## config.mk

```make
export PLATFORM = sky130hd
export DESIGN_NAME = wb_regfile_flat
export DESIGN_NICKNAME = d
export VERILOG_FILES = /design/src/rtl/wb_regfile_if.sv /design/src/rtl/wb_regfile.sv /design/src/flat_wrapper.sv
export SDC_FILE = /design/constraint.sdc
export NUM_CORES = 2
export LEC_CHECK = 0
export BUFFER_PORTS_ARGS = -buffer_cell sky130_fd_sc_hd__buf_2
export CAP_MARGIN = 30
export CORE_UTILIZATION = 40
export DETAILED_ROUTE_END_ITERATION = 16
export GPL_ROUTABILITY_DRIVEN = 0
export PLACE_DENSITY_LB_ADDON = 0.25
export SKIP_CTS_REPAIR_TIMING = 1
export SLEW_MARGIN = 20
export SYNTH_ARGS = -nofsm -noshare
export SYNTH_HDL_FRONTEND = slang
export SYNTH_SLANG_ARGS = --single-unit
```

## constraint.sdc

```tcl
create_clock -name clk -period 4.5 [get_ports clk]
set_clock_uncertainty 0.2 [all_clocks]
set_input_delay 0.675 -clock clk [delete_from_list [all_inputs] [get_ports clk]]
set_output_delay 0.675 -clock clk [all_outputs]
set_load 0.03 [all_outputs]
```

## src/rtl/wb_regfile_if.sv

```systemverilog
// Write-back bundle from MEM/WB plus the decode/execute read side of the
// register file. The master drives commits and read requests; the slave
// (the register file) returns read data, bypassed HI/LO and the commit count.
interface wb_regfile_if #(
  parameter int DATA_W = 32,
  parameter int ADDR_W = 5,
  parameter int CNT_W  = 32
);
  logic              wb_wreg;
  logic [ADDR_W-1:0] wb_wd;
  logic [DATA_W-1:0] wb_wdata;
  logic              wb_whilo;
  logic [DATA_W-1:0] wb_hi;
  logic [DATA_W-1:0] wb_lo;
  logic              re1;
  logic [ADDR_W-1:0] raddr1;
  logic [DATA_W-1:0] rdata1;
  logic              re2;
  logic [ADDR_W-1:0] raddr2;
  logic [DATA_W-1:0] rdata2;
  logic [DATA_W-1:0] hi_o;
  logic [DATA_W-1:0] lo_o;
  logic [CNT_W-1:0]  commit_cnt;

  modport master (
    output wb_wreg, wb_wd, wb_wdata, wb_whilo, wb_hi, wb_lo,
    output re1, raddr1, re2, raddr2,
    input  rdata1, rdata2, hi_o, lo_o, commit_cnt
  );

  modport slave (
    input  wb_wreg, wb_wd, wb_wdata, wb_whilo, wb_hi, wb_lo,
    input  re1, raddr1, re2, raddr2,
    output rdata1, rdata2, hi_o, lo_o, commit_cnt
  );
endinterface

```

## src/rtl/wb_regfile.sv

```systemverilog
// Write-back stage register file: 32 GPRs (entry 0 hardwired to zero),
// HI/LO pair and a committed-write counter. Reads are combinational with a
// bypass of the write that commits on the coming edge. rst is active-low
// and asynchronous; while it is low every output is forced to zero.
module wb_regfile #(
  parameter int DATA_W  = 32,
  parameter int ADDR_W  = 5,
  parameter int REG_NUM = 32,
  parameter int CNT_W   = 32
) (
  input logic          clk,
  input logic          rst,
  wb_regfile_if.slave  bus
);

  logic [DATA_W-1:0] gpr_reg [REG_NUM];
  logic [DATA_W-1:0] hi_reg;
  logic [DATA_W-1:0] lo_reg;
  logic [CNT_W-1:0]  cnt_reg;
  logic [CNT_W-1:0]  cnt_next;

  logic              gpr_wr_en;
  logic              commit;

  logic              re_vec    [2];
  logic [ADDR_W-1:0] raddr_vec [2];

  // Writes to $0 are dropped, so entry 0 never leaves its reset value.
  assign gpr_wr_en = bus.wb_wreg && (bus.wb_wd != '0);
  // A cycle counts once whether it commits a GPR, HI/LO or both.
  assign commit    = gpr_wr_en || bus.wb_whilo;
  assign cnt_next  = commit ? cnt_reg + CNT_W'(1) : cnt_reg;

  assign re_vec[0]    = bus.re1;
  assign re_vec[1]    = bus.re2;
  assign raddr_vec[0] = bus.raddr1;
  assign raddr_vec[1] = bus.raddr2;

  // GPR storage: cleared on reset, one write port from MEM/WB.
  always_ff @(posedge clk or negedge rst) begin
    if (!rst) begin
      for (int i = 0; i < REG_NUM; i++) begin
        gpr_reg[i] <= '0;
      end
    end else if (gpr_wr_en) begin
      gpr_reg[bus.wb_wd] <= bus.wb_wdata;
    end
  end

  // HI and LO always commit together.
  always_ff @(posedge clk or negedge rst) begin
    if (!rst) begin
      hi_reg <= '0;
      lo_reg <= '0;
    end else if (bus.wb_whilo) begin
      hi_reg <= bus.wb_hi;
      lo_reg <= bus.wb_lo;
    end
  end

  // Committed-cycle counter, wraps silently.
  always_ff @(posedge clk or negedge rst) begin
    if (!rst) begin
      cnt_reg <= '0;
    end else begin
      cnt_reg <= cnt_next;
    end
  end

  // Two identical read ports: reset, disabled and $0 read zero; otherwise the
  // committing write wins over storage.
  generate
    for (genvar gi = 0; gi < 2; gi++) begin : gen_rd
      logic [DATA_W-1:0] rdata;
      // Read mux with same-cycle write bypass.
      always_comb begin
        rdata = '0;
        if (rst && re_vec[gi] && (raddr_vec[gi] != '0)) begin
          if (bus.wb_wreg && (bus.wb_wd == raddr_vec[gi])) begin
            rdata = bus.wb_wdata;
          end else begin
            rdata = gpr_reg[raddr_vec[gi]];
          end
        end
      end
    end
  endgenerate

  assign bus.rdata1 = gen_rd[0].rdata;
  assign bus.rdata2 = gen_rd[1].rdata;

  // HI/LO outputs with bypass of the committing HI/LO write.
  always_comb begin
    bus.hi_o = '0;
    bus.lo_o = '0;
    if (rst) begin
      bus.hi_o = bus.wb_whilo ? bus.wb_hi : hi_reg;
      bus.lo_o = bus.wb_whilo ? bus.wb_lo : lo_reg;
    end
  end

  assign bus.commit_cnt = rst ? cnt_reg : '0;

endmodule

```

## src/flat_wrapper.sv

```systemverilog
// flat-port wrapper written by rule: the top's interface ports become plain ports
module wb_regfile_flat 
#(
  parameter int DATA_W  = 32,
  parameter int ADDR_W  = 5,
  parameter int REG_NUM = 32,
  parameter int CNT_W   = 32
)
  (clk, rst, bus_wb_wreg, bus_wb_wd, bus_wb_wdata, bus_wb_whilo, bus_wb_hi, bus_wb_lo, bus_re1, bus_raddr1, bus_re2, bus_raddr2, bus_rdata1, bus_rdata2, bus_hi_o, bus_lo_o, bus_commit_cnt);
  wb_regfile_if #(.DATA_W(DATA_W), .ADDR_W(ADDR_W), .CNT_W(CNT_W)) bus_i ();
  input logic clk;
  input logic rst;
  input wire logic [$bits(bus_i.wb_wreg)-1:0] bus_wb_wreg;
  input wire logic [$bits(bus_i.wb_wd)-1:0] bus_wb_wd;
  input wire logic [$bits(bus_i.wb_wdata)-1:0] bus_wb_wdata;
  input wire logic [$bits(bus_i.wb_whilo)-1:0] bus_wb_whilo;
  input wire logic [$bits(bus_i.wb_hi)-1:0] bus_wb_hi;
  input wire logic [$bits(bus_i.wb_lo)-1:0] bus_wb_lo;
  input wire logic [$bits(bus_i.re1)-1:0] bus_re1;
  input wire logic [$bits(bus_i.raddr1)-1:0] bus_raddr1;
  input wire logic [$bits(bus_i.re2)-1:0] bus_re2;
  input wire logic [$bits(bus_i.raddr2)-1:0] bus_raddr2;
  output wire logic [$bits(bus_i.rdata1)-1:0] bus_rdata1;
  output wire logic [$bits(bus_i.rdata2)-1:0] bus_rdata2;
  output wire logic [$bits(bus_i.hi_o)-1:0] bus_hi_o;
  output wire logic [$bits(bus_i.lo_o)-1:0] bus_lo_o;
  output wire logic [$bits(bus_i.commit_cnt)-1:0] bus_commit_cnt;
  assign bus_i.wb_wreg = bus_wb_wreg;
  assign bus_i.wb_wd = bus_wb_wd;
  assign bus_i.wb_wdata = bus_wb_wdata;
  assign bus_i.wb_whilo = bus_wb_whilo;
  assign bus_i.wb_hi = bus_wb_hi;
  assign bus_i.wb_lo = bus_wb_lo;
  assign bus_i.re1 = bus_re1;
  assign bus_i.raddr1 = bus_raddr1;
  assign bus_i.re2 = bus_re2;
  assign bus_i.raddr2 = bus_raddr2;
  assign bus_rdata1 = bus_i.rdata1;
  assign bus_rdata2 = bus_i.rdata2;
  assign bus_hi_o = bus_i.hi_o;
  assign bus_lo_o = bus_i.lo_o;
  assign bus_commit_cnt = bus_i.commit_cnt;
  wb_regfile #(.DATA_W(DATA_W), .ADDR_W(ADDR_W), .REG_NUM(REG_NUM), .CNT_W(CNT_W)) u_core (.clk(clk), .rst(rst), .bus(bus_i));
endmodule
```

# Word level (Yosys, flattened, before mapping)
# Index checks and enable logic that the tools add are counted.
# op_classes
reduce_logical,12
muxes,18
n_addsub,1
n_eq_ne,2
bitwise_logic,3
order_cmp,4
# ops
cell,n
$bwmux W1024,1
$mux W32,14
$bmux W32 S5,2
$demux W32 S5,1
$add A32 B1 Y32 const B,1
$ge A6 B6 Y1 const B,3
$not A5 Y6,3
$reduce_bool A5 Y1,3
$eq A5 B5 Y1,2
$logic_and A1 B1 Y1,8
$lt A6 B1 Y1 const B,1
$logic_or A1 B1 Y1,1
# word_totals
out_inout_bits,160
word_cells,75
in_bits,117
regBits,1120

# Longest topological paths before layout
# logic_depth
word_depth,6
mapped_depth,9
depth_no_buf,6

# Least setup slack after synthesis
# OpenSTA, ideal clock, no wires.
# synth_timing
kind,input to output
startpoint,input bus_raddr2[0]
endpoint,output bus_rdata2[19]
t_required_ps,3625
cell_stages,8
t_arrival_ps,2603
path_buffers,4
setup_slack_ps,1022
cell_sequence,buf_4 buf_4 buf_4 buf_4 mux2i_1 a221oi_1 o21ai_0 a311oi_1
# synth_via
elab_chain_len,6
elab_cells_between_ends,10
classes_between,1 x eq/ne; 5 x mux; 1 x bitwise; 3 x reduce/logical
# synth_rtl
element,line,source
from (decl),flat_wrapper.sv:22,input wire logic [$bits(bus_i.raddr2)-1:0] bus_raddr2;
$not A5 Y6 (implied by the code),wb_regfile.sv:82,rdata = gpr_reg[raddr_vec[gi]];
$bmux W32 S5,wb_regfile.sv:82,
$mux W32 (implied by the code) (2 in series),wb_regfile.sv:82,
$mux W32,wb_regfile.sv:79,if (bus.wb_wreg && (bus.wb_wd == raddr_vec[gi])) begin
$mux W32 *,wb_regfile.sv:78,if (rst && re_vec[gi] && (raddr_vec[gi] != '0)) begin
to (decl),flat_wrapper.sv:24,output wire logic [$bits(bus_i.rdata2)-1:0] bus_rdata2;
# Mark *: on every way between the ends. The rest lies on a longest branch, timed or not. The select of a mux whose other input is x is not followed.

# Final worst setup path
# layout_timing
startpoint,input rst
endpoint,output bus_rdata1[13]
# layout_via
elab_chain_len,3
# layout_rtl
element,line,source
from (decl),flat_wrapper.sv:12,input logic rst;
$logic_and A1 B1 Y1 (2 in series),wb_regfile.sv:78,
$mux W32,wb_regfile.sv:78,
to (decl),flat_wrapper.sv:23,output wire logic [$bits(bus_i.rdata1)-1:0] bus_rdata1;
# No other way between the ends.

==> impl_metrics.toml <==
[status]
outcome = "finished clean"

[grt]
grt_max_degree = 175
grt_pass1_vias = 41137
grt_pass1_wl_um = 297000
antenna_found_initial = 23
grt_usage_pct = 27.0
grt_overflow_total = 0

[die]
die_area_sq_um = 151000
io_pins = 277
core_sq_um = 148000
chipHeight_um = 389
initial_utilization_pct = 40.4
num_rows = 141
die_x_um = 389

[finish]
largest_reg_flops = 1024
fin_area_sq_um = 68700
layout_common_cells = "dfrtp_1, mux2_2, mux4_2, buf_2, mux2i_1"
final_common_cell = "dfrtp_1"
syn_to_final_growth_pct = 14.9
fill_cells = 13118
layout-drive-gt1-share_pct = 48.6
fin_nets = 4489

[setup_path]
cp.arrival_ns = 3.46
r2r-end = "u_core.cnt_reg[27]$_DFFE_PN0P_"
end_kind = "primary output"
cp_slowest_stage_delay_ns = 0.56
worstPathCellList = "dlygate4sd3_1, buf_8, and2_1, o21ai_4, nor2_8, a221o_1, buf_2"
cpMaxStageDelayCell = "dlygate4sd3_1"
r2r_start = "u_core.cnt_reg[7]$_DFFE_PN0P_"
r2r_setup_slack_ns = 2.22
critPathLaunchType = "primary input"
required_ns = 3.62
crit_fanout = 22
critical_path_class = "primary input to primary output"
setup.worst_path.start = "rst"
reg2reg_depth = 5

[timing]
min_period_ns = 4.34
setup-tns-final_ns = 0
max-slew-margin-rel_pct = 29.7
rsz0062_at_grt = "false"
period_share_pct = 96.4
drv_slew = 0
hold_violations = 0
fmax_ghz = 0.230
worstMarginPinSlew_ns = 1.05
setup_viol = 0

[placement]
place_area_sq_um = 63500
hpwl_um = 122000
io_buffer_count = 276

[routing]
wl_um = 204000
post_drt_wl_per_cell_um = 31.9
drtPass1Iterations = 6
drcViolationCount = 0
first_iter_violations = 4114
viasPerCell = 6.37
ant_nets = 0
num_vias = 40792

[synthesis]
yosysSeqAreaShare_pct = 46.9
synthArstFlopShare_pct = 100
ys_ff_latch = 1120
synth_edf_count = 0
synthesis.area_sq_um = 59800
synthCells = 4185
post_synth.cell_area_avg_sq_um = 14.3
synth_warnings = 0
synth.distinct_cells = 59
synth_nets = 4303
synth-main-ff-cell = "dfrtp_1"

[clock_network]
htreeDepth = 4
clk_pin_slew_ns = 0.06
numCtsBuffers = 130
cts_num_sinks = 1120
clockBufferDepth = 3
clock_latency_ns = 0.77
cts_root_buffer = "clkbuf_16"
cts_tree = "built"

[run]
maxCapViolations = 0

[pwr]
finalPower_mw = 30.1
internal-power_mw = 21.8
irDropWorstVdd_mv = 0.303
cellPowerDensity_nw_per_um2 = 439
power_frac_seq_pct = 44.0
p_sw_share_pct = 27.8
power_switching_mw = 8.39
pwr-share-clk_pct = 36.4
p_comb_share_pct = 19.6
power_leakage_nw = 30.2

[hold_path]
min_path_type = "primary input to asynchronous set/reset pin"
## synth_stat cells (all sizes together) (7+ instances only)
cell | number | area [sq um]
clkbuf | 212 | 796
o21bai | 20 | 150
nand2b | 7 | 43.8
mux4 | 406 | 9140
nor2 | 86 | 344
nand4 | 8 | 50.1
mux2 | 1061 | 11900
nand2 | 71 | 267
mux2i | 258 | 2580
o22ai | 43 | 269
nor3 | 18 | 95.1
xor2 | 22 | 193
a211oi | 43 | 323
o21ai | 90 | 458
buf | 243 | 1380
inv | 11 | 41.3
nand3 | 15 | 80.1
a221o | 41 | 410
xnor2 | 19 | 166
a21oi | 20 | 100
o211ai | 13 | 97.6
dfrtp | 1120 | 28000
a221oi | 106 | 928
a22oi | 93 | 698
o2111a | 11 | 124
and2 | 100 | 626
## power groups by stage
stage                     combinational, mW  sequential [mW]  clock (mW)
final                                  5.92             13.3        11.0
after global routing                   6.33             13.5        11.6
after CTS                              5.87             13.2        11.1
after detailed placement               5.85             13.4           0
after global placement                 5.75             13.3           0
after floorplan                        4.47             12.9           0
## per-stage QoR
stage	util (%)	hold WS (ns)	setup slack, ns	std cells
floorplan	-	0.179	1.02	4185
global placement	42.9	0.177	0.417	6099
detailed placement	42.9	0.184	0.400	6102
CTS	45.9	-0.478	0.404	6336
global route	46.4	0.144	0.133	6404
finish	46.4	0.149	0.161	6405
## worst max-delay path: cells and delay by family
family | cells | cell delay (ns)
buf+inv | 3 | 1.08
simple gates | 2 | 0.89
compound gates | 2 | 0.73
## final cells by class
type / instances / area [sq um] / share of cell area (%)
multi-input cells: 2598 / 29800 / 43.3
flip-flops and latches: 1120 / 28000 / 40.8
clock buffers: 197 / 3980 / 5.80
repair buffers: 509 / 3980 / 5.79
well taps: 1930 / 2410 / 3.52
clock inverters: 37 / 449 / 0.654
inverters: 12 / 46.3 / 0.0674
diodes: 2 / 5.00 / 0.00729
## logic make-up (layout without fill, tap and decap cells)
logic type / after synthesis / count (layout) / synth area share, %
xor gates and xnor gates: 41 / 41 / 0.601
and+or+nand+nor: 336 / 336 / 2.90
buffers and inverters: 467 / 755 / 3.72
adders and majority gates: 1 / 1 / 0.0209
other: 0 / 2 / 0
muxes: 1725 / 1725 / 39.6
AOI/OAI and AO/OA: 495 / 495 / 6.23
DFF: 1120 / 1120 / 46.9
## routing by layer
| metal | global-route usage (%) | part of all wire (%) |
|---|---|---|
| met5 | 0 | 0.059 |
| met4 | 9.77 | 3.8 |
| met3 | 6.58 | 9.0 |
| met2 | 40.7 | 45 |
| met1 | 37.9 | 43 |
## worst max path at each step
stage	endpoint	slack [ns]
floorplan	bus_rdata2[19]	1.02
global placement	bus_rdata1[21]	0.42
detailed placement	bus_rdata2[14]	0.40
CTS	bus_rdata1[21]	0.40
global route	bus_rdata1[27]	0.13
finish	bus_rdata1[13]	0.16
Power figures use the tool's default switching activity.
